==> src/rtl/dqpsk_pkg.sv <==
// dqpsk_pkg
// Types and helpers shared by the DQPSK mapper, its constellation LUT and any
// receiver-side slicer model.
//   phase_t      : 2-bit phase index, units of 90 degrees (0..3)
//   pair_t       : dibit pair-alignment state (which serial bit comes next)
//   sign_t       : per-axis sign of a constellation point (1 = negative)
//   gray_to_inc  : Gray-coded dibit -> phase increment
//   phase_sign   : phase index -> {i_neg, q_neg}
package dqpsk_pkg;

  localparam int PHASE_W = 2;

  typedef logic [PHASE_W-1:0] phase_t;

  typedef enum logic {
    PAIR_FIRST  = 1'b0,  // next en bit opens a new pair
    PAIR_SECOND = 1'b1   // next en bit completes the pair
  } pair_t;

  typedef struct packed {
    logic i_neg;
    logic q_neg;
  } sign_t;

  // Gray order keeps adjacent phases one bit apart: 00,01,11,10 -> 0,1,2,3.
  function automatic phase_t gray_to_inc(input logic [1:0] dibit);
    phase_t inc;
    case (dibit)
      2'b00:   inc = 2'd0;
      2'b01:   inc = 2'd1;
      2'b11:   inc = 2'd2;
      default: inc = 2'd3;
    endcase
    return inc;
  endfunction

  // Phase 0 sits in the first quadrant; each step rotates +90 degrees.
  function automatic sign_t phase_sign(input phase_t phase);
    sign_t s;
    case (phase)
      2'd0:    s = '{i_neg: 1'b0, q_neg: 1'b0};
      2'd1:    s = '{i_neg: 1'b1, q_neg: 1'b0};
      2'd2:    s = '{i_neg: 1'b1, q_neg: 1'b1};
      default: s = '{i_neg: 1'b0, q_neg: 1'b1};
    endcase
    return s;
  endfunction

endpackage

==> src/rtl/dqpsk_lut.sv <==
// dqpsk_lut
// Purely combinational constellation lookup: phase index -> signed I/Q point
// with magnitude AMP on each axis.
//   phase : phase index 0..3
//   i_val : signed in-phase amplitude, AMP_W bits
//   q_val : signed quadrature amplitude, AMP_W bits
module dqpsk_lut
  import dqpsk_pkg::*;
#(
  parameter int AMP_W = 8,
  parameter int AMP   = 90
) (
  input  phase_t                  phase,
  output logic signed [AMP_W-1:0] i_val,
  output logic signed [AMP_W-1:0] q_val
);

  localparam logic signed [AMP_W-1:0] AMP_POS = AMP_W'(AMP);
  localparam logic signed [AMP_W-1:0] AMP_NEG = -AMP_POS;

  sign_t                  sgn;
  logic [1:0]             neg;
  logic signed [AMP_W-1:0] axis [2];

  assign sgn = phase_sign(phase);
  // axis[0] is Q, axis[1] is I, matching the packed order of sign_t.
  assign neg = {sgn.i_neg, sgn.q_neg};

  for (genvar gi = 0; gi < 2; gi++) begin : g_axis
    assign axis[gi] = neg[gi] ? AMP_NEG : AMP_POS;
  end

  assign i_val = axis[1];
  assign q_val = axis[0];

endmodule

==> src/rtl/dqpsk_mapper.sv <==
// dqpsk_mapper
// Consumes the SPC's 2-bit output on the shared bit strobe, keeps track of
// pair alignment so only complete dibits are used, Gray-decodes each dibit
// to a phase increment, optionally accumulates it (DQPSK) and registers the
// resulting constellation point with a one-cycle valid pulse.
//   clk       : system clock, rising edge
//   reset     : synchronous, active-high
//   en        : bit strobe, one new serial bit per en cycle
//   dibit_in  : SPC output, [1] = earlier bit, [0] = current bit
//   sym_start : restart pair alignment; current en bit is a first bit
//   i_out     : signed in-phase sample, held between symbols
//   q_out     : signed quadrature sample, held between symbols
//   sym_valid : one-cycle pulse when i_out/q_out update
//   phase_out : accumulated phase index (0..3)
//   sym_count : symbols emitted, wraps modulo 2^CNT_W
module dqpsk_mapper
  import dqpsk_pkg::*;
#(
  parameter int AMP_W = 8,
  parameter int AMP   = 90,
  parameter int DIFF  = 1,
  parameter int CNT_W = 8
) (
  input  logic                    clk,
  input  logic                    reset,
  input  logic                    en,
  input  logic [1:0]              dibit_in,
  input  logic                    sym_start,
  output logic signed [AMP_W-1:0] i_out,
  output logic signed [AMP_W-1:0] q_out,
  output logic                    sym_valid,
  output logic [1:0]              phase_out,
  output logic [CNT_W-1:0]        sym_count
);

  pair_t                   pair_phase_reg;
  phase_t                  phase_reg;
  logic signed [AMP_W-1:0] i_reg;
  logic signed [AMP_W-1:0] q_reg;
  logic                    sym_valid_reg;
  logic [CNT_W-1:0]        sym_count_reg;

  phase_t                  inc;
  phase_t                  phase_next;
  logic signed [AMP_W-1:0] i_next;
  logic signed [AMP_W-1:0] q_next;

  always_comb begin
    inc = gray_to_inc(dibit_in);
    // The 2-bit sum wraps naturally, so 3+1 lands on 0.
    if (DIFF != 0) begin
      phase_next = phase_reg + inc;
    end else begin
      phase_next = inc;
    end
  end

  // The point for the phase being captured is looked up combinationally so
  // that phase_out and i_out/q_out load on the same edge.
  dqpsk_lut #(
    .AMP_W (AMP_W),
    .AMP   (AMP)
  ) u_lut (
    .phase (phase_next),
    .i_val (i_next),
    .q_val (q_next)
  );

  always_ff @(posedge clk) begin
    if (reset) begin
      pair_phase_reg <= PAIR_FIRST;
      phase_reg      <= '0;
      i_reg          <= '0;
      q_reg          <= '0;
      sym_valid_reg  <= 1'b0;
      sym_count_reg  <= '0;
    end else begin
      sym_valid_reg <= 1'b0;
      if (sym_start) begin
        // Realignment wins over a capture; with en the strobed bit is
        // already the first of the new pair.
        phase_reg      <= '0;
        pair_phase_reg <= en ? PAIR_SECOND : PAIR_FIRST;
      end else if (en) begin
        case (pair_phase_reg)
          PAIR_FIRST: begin
            pair_phase_reg <= PAIR_SECOND;
          end
          default: begin
            pair_phase_reg <= PAIR_FIRST;
            phase_reg      <= phase_next;
            i_reg          <= i_next;
            q_reg          <= q_next;
            sym_count_reg  <= sym_count_reg + CNT_W'(1);
            sym_valid_reg  <= 1'b1;
          end
        endcase
      end
    end
  end

  assign i_out     = i_reg;
  assign q_out     = q_reg;
  assign sym_valid = sym_valid_reg;
  assign phase_out = phase_reg;
  assign sym_count = sym_count_reg;

endmodule

==> config.mk <==
export PLATFORM = sky130hd
export DESIGN_NAME = dqpsk_mapper
export DESIGN_NICKNAME = d
export VERILOG_FILES = /design/src/rtl/dqpsk_pkg.sv /design/src/rtl/dqpsk_lut.sv /design/src/rtl/dqpsk_mapper.sv
export SDC_FILE = /design/constraint.sdc
export NUM_CORES = 1
export LEC_CHECK = 0
export ABC_AREA = 1
export CORE_MARGIN = 1
export CORE_UTILIZATION = 43
export CTS_CLUSTER_DIAMETER = 100
export CTS_CLUSTER_SIZE = 24
export DETAILED_ROUTE_END_ITERATION = 8
export PLACE_DENSITY = 0.78
export SYNTH_ARGS = -nofsm -noshare
export SYNTH_HDL_FRONTEND = slang
export SYNTH_SLANG_ARGS = --single-unit
==> constraint.sdc <==
create_clock -name clk -period 2.9 [get_ports clk]
set_clock_uncertainty 0.1 [all_clocks]
set_input_delay 0.58 -clock clk [delete_from_list [all_inputs] [get_ports clk]]
set_output_delay 0.58 -clock clk [all_outputs]
set_load 0.05 [all_outputs]
Word-level counts from Yosys, hierarchy flattened
Cells that the tools add are included.

Input bits: 6. Register bits: 28. Logic and storage cells: 30.

Reductions and logical operators: 7. Bitwise operators: 2. Add/sub/neg operators: 2. Mux-type cells: 9. Equal/unequal tests: 4.

Operators by type and width (count): 8-bit 2-to-1 mux (2); 2-bit case mux with 3 select lines (2); 8-bit by 1-bit adder with 8-bit output, second input constant (1); 1-bit 2-to-1 mux (5); 2-bit by 1-bit equality test with 1-bit output, second input constant (2); 2-bit equality test, second input constant (2); 2-bit zero test (2); 3-bit AND reduction (1); 3-bit OR reduction (1); 2-bit adder (1); 1-bit inverter (2); 2-bit AND reduction (1); 2-bit nonzero test (1); 2-bit OR reduction (1).

Depth between registers and ports, before layout
Depth in word-level cells: 6. Mapped depth: 11.

Modules after synthesis
A second synthesis with hierarchy kept.

Cells, all modules: 181. Area total of the unflattened synthesis: 1356.3 um^2.

Modules (own cells, without submodules): dqpsk_mapper (cells each 159, area an instance 1211.2 um^2, instances 1); dqpsk_lut (cells each 22, area an instance 145.1 um^2, instances 1).

Worst setup path after synthesis
No wires, ideal clock.

Path type: input to register. Start: input dibit_in[0]. End: register i_reg[6], in the netlist i_out[6]. Cell stages on the path: 11. Slack: 0.666 ns. Data arrival time: 2.018 ns. Setup time: 0.116 ns. Path buffers: 0. Required time: 2.684 ns. Cell sequence: inv_1 ha_1 inv_1 ha_1 xor2_1 o21ai_0 nand2_1 inv_1 ha_1 or2_1 o211a_1.

Word-level cells in the longest chain between the ends: 6. Elaborated cells on any way between the ends: 10.

RTL lines: from (decl) (line dqpsk_mapper.sv:27) `input logic [1:0] dibit_in,`; 2-bit equality test, or another cell as far along (line dqpsk_pkg.sv:28) `case (dibit)`; 2-bit case mux with 3 select lines (*) (line dqpsk_pkg.sv:28); 2-bit adder (*) (line dqpsk_mapper.sv:52) `phase_next = phase_reg + inc;`; via phase_next[1] (line dqpsk_mapper.sv:44) `phase_t phase_next;`; 2-bit equality test, or another cell as far along (line dqpsk_pkg.sv:40) `case (phase)`; 2-bit case mux with 3 select lines (*) (line dqpsk_pkg.sv:40); 8-bit 2-to-1 mux (*) (line dqpsk_lut.sv:30) `assign axis[gi] = neg[gi] ? AMP_NEG : AMP_POS;`; to (signal assigned) (line dqpsk_mapper.sv:92) `i_reg <= i_next;`; to (decl) (line dqpsk_mapper.sv:38) `logic signed [AMP_W-1:0] i_reg;`.

Mark *: on every way through the listed nets, which the timed path passes. The rest lies on a longest branch. A chain may end at the register's enable or synchronous reset.

Worst setup path after layout
Ends and elaborated chain as after synthesis.

==> flow_summary.ini <==
[grt]
global_route_wire_length_before_repair_mm = 2.36
antenna_found_initial = 0
grtUsageTotal_pct = 15.1
grt_remaining_overflow = 0
grt_start_max_net_pins = 13
first_global_vias = 582

[floorplanning]
die_area_um2 = 2310
floorplan.rows = 16
io-pin-count = 33
start_util_pct = 46.0
placeableCoreArea_um2 = 1980
die-width_um = 48.0
die_h_um = 48.0

[finish]
largest_register_ffs = 8
finalNetCount = 153
register_area_um2 = 340
multi_input_comb_area_um2 = 413
fillers = 173
syn2layout_area_growth_pct = 29.8
drive_gt1_share_pct = 10.0
antenna_cells_inserted = 0

[power]
power.switching_mw = 0.143
power.static_leakage_nw = 0.537
comb_power_share_pct = 20.4
vdd.ir_drop.worst_mv = 0.254
p_clk_share_pct = 27.2
netSwitchingFraction_pct = 30.7
cell_internal_pwr_mw = 0.323
pwr-share-seq_pct = 52.4
power_per_cell_area_nw_per_um2 = 394

[timing]
setup_violations = 0
final_period_minus_worst_setup_slack_ps = 2500
tightest_slew_ps = 498
whs_ps = 407
relSlewSlack_pct = 66.7
maxSlewViolCount = 0
timing.fmax_mhz = 401
layout_worst_path_cycle_share_pct = 86.0
rsz0062_at_grt = false
timing.setup.tns_ps = 0
hold_viol = 0

[flow_run]
drv.max_cap_violation_count = 0

[place]
gp_congestion = 0.750
port-buffer-count = 30
post-dp-hpwl_mm = 1.26

[synth]
yosys_most_used_dff = sky130_fd_sc_hd__dfxtp_1
synth.top_cell.area_share_pct = 37.4
synth_top_area_cell = sky130_fd_sc_hd__dfxtp_1
synth-async-reset-ratio_pct = 0
synth-edff-count = 0
synth_cells = 117
average_instance_area_after_synthesis_um2 = 7.79
synth.yosys.seq_area_share_pct = 37.4
yosys-top-cells-area = sky130_fd_sc_hd__dfxtp_1 37%, sky130_fd_sc_hd__buf_4 9.1%, sky130_fd_sc_hd__ha_1 8.2%, sky130_fd_sc_hd__nand2_1 7.8%, sky130_fd_sc_hd__inv_1 6.6%
yosys_warnings = 0
ys_top_cells_by_count = 19 x sky130_fd_sc_hd__nand2_1, 17 x sky130_fd_sc_hd__dfxtp_1, 16 x sky130_fd_sc_hd__inv_1, 13 x sky130_fd_sc_hd__nor2_1, 11 x sky130_fd_sc_hd__buf_4
ys_seq_elements = 17
synth_cell_types = 27
mappedNetlistArea_um2 = 911
yosysMostFrequentCell = sky130_fd_sc_hd__nand2_1

[clock_network]
tritoncts = yes
cts_root_buf = sky130_fd_sc_hd__clkbuf_4
cts-resized-gates = 0
cts_inserted_buffers = 3
cts_hold_buffers = 0
htree_num_levels = 1
cts.reportedPaths.clkPinSlew_ps = 100
clock-sinks = 17
clock_latency_ps = 290
max-clock-path-buffers = 2
cts_setup_buffers = 0

[worst_setup_path]
timing.critical_path.arrival_ps = 2590
worst_r2r_startpoint = phase_out[0]$_SDFFE_PP0P_
crit_type = in2reg
critical_path_required_ps = 3000
endpoint_kind = flip-flop
r2r_end = i_out[6]$_SDFFE_PP0P_
worst_reg_to_reg_path_cell_count = 8
timing.reg2reg.setup_slack_ps = 1150
critical_path_peak_fanout = 2
worst_setup_start_kind = primary input

[route]
drt_iter0_markers = 14
wl_per_cell_um = 9.81
ant_nets = 0
avgViaCountPerCell = 4.62
pre_antenna_drt_iters = 3
vias = 771
routed_wl_mm = 1.64
drc = 0

[hold_path]
hold_depth = 2
timing.hold.worst.class = reg2reg
whs_endpoint = i_out[5]$_SDFFE_PP0P_
hold_path.startpoint = i_out[5]$_SDFFE_PP0P_

[run_status]
status = finished clean
## metal layers
| metal | up-vias | GRT usage (%) | part of all wire [%] |
|---|---|---|---|
| met1 | 337 | 20.0 | 47 |
| met5 | - | 0 | 0 |
| met3 | 5 | 2.64 | 6.2 |
| li1 | 403 | - | - |
| met4 | 0 | 10.0 | 1.8 |
| met2 | 26 | 22.2 | 45 |
## worst max-delay path by stage
stage                 from                    end  depth (start not counted)
6_report       dibit_in[0]  i_out[6]$_SDFFE_PP0P_                         12
5_1_grt        dibit_in[0]  i_out[6]$_SDFFE_PP0P_                         12
4_1_cts        dibit_in[0]  i_out[6]$_SDFFE_PP0P_                         12
3_5_place_dp   dibit_in[0]  i_out[6]$_SDFFE_PP0P_                         12
3_3_place_gp   dibit_in[0]  i_out[6]$_SDFFE_PP0P_                         12
2_1_floorplan  dibit_in[0]  i_out[6]$_SDFFE_PP0P_                         11
## power groups by stage
| stage | sequential, mW | clock, mW | combinational (mW) |
|---|---|---|---|
| after floorplan | 0.265 | 0 | 0.0567 |
| after global placement | 0.249 | 0 | 0.0945 |
| after detailed placement | 0.250 | 0 | 0.0954 |
| after CTS | 0.244 | 0.135 | 0.0957 |
| after global routing | 0.245 | 0.145 | 0.104 |
| final | 0.244 | 0.126 | 0.0951 |
## cells in the final DEF (no fill, tap or decap), drive strengths merged
cell	instances
o21bai	1
inv	18
nor3	1
nand3	5
o211a	2
or2	1
nor2	15
clkinv	1
conb	2
nand2	20
clkdlybuf4s50	30
ha	6
nand4	2
a31oi	1
dfxtp	17
xor2	1
xnor2	1
o21ai	6
clkbuf	3
a21oi	7
## cell families (layout without fill, tap and decap cells)
| group | count (synthesis) | count (layout) | synth area share [%] |
|---|---|---|---|
| DFF | 17 | 17 | 37.4 |
| xor gates and xnor gates | 2 | 2 | 1.92 |
| adders and majority gates | 6 | 6 | 8.24 |
| AOI/OAI and AO/OA | 17 | 17 | 12.1 |
| other | 1 | 2 | 0.412 |
| and+or+nand+nor | 44 | 44 | 22.3 |
| buffers and inverters | 30 | 52 | 17.7 |
## through the flow
step / worst slack [ps] / std cells / utilization, % / area [um2] / total power, mW
CTS: 409 / 167 / 59.7 / 1180 / 0.475
floorplan: 666 / 118 / - / 915 / 0.322
detailed placement: 81.3 / 163 / 58.3 / 1150 / 0.345
global placement: 125 / 163 / 58.3 / 1150 / 0.344
global route: 269 / 167 / 59.7 / 1180 / 0.494
finish: 405 / 167 / 59.7 / 1180 / 0.466
## worst max-delay path, cell delays in order
cell and delay (ps):
sky130_fd_sc_hd__clkdlybuf4s50_1 480, sky130_fd_sc_hd__inv_1 50, sky130_fd_sc_hd__ha_1 270, sky130_fd_sc_hd__inv_1 50, sky130_fd_sc_hd__ha_1 180, sky130_fd_sc_hd__xor2_1 140, sky130_fd_sc_hd__o21ai_0 90, sky130_fd_sc_hd__nand2_1 80
sky130_fd_sc_hd__inv_1 60, sky130_fd_sc_hd__ha_1 250, sky130_fd_sc_hd__or2_1 240, sky130_fd_sc_hd__o211a_1 110
## cell type report
| cell class | count | area share (%) |
|---|---|---|
| clock buffer | 3 | 1.90 |
| tap | 27 | 2.86 |
| sequential | 17 | 28.8 |
| clock inverter | 1 | 0.423 |
| multi-input combinational | 71 | 34.9 |
| timing repair buffer | 30 | 25.4 |
| inverter | 18 | 5.71 |
Power figures use the tool's default switching activity.
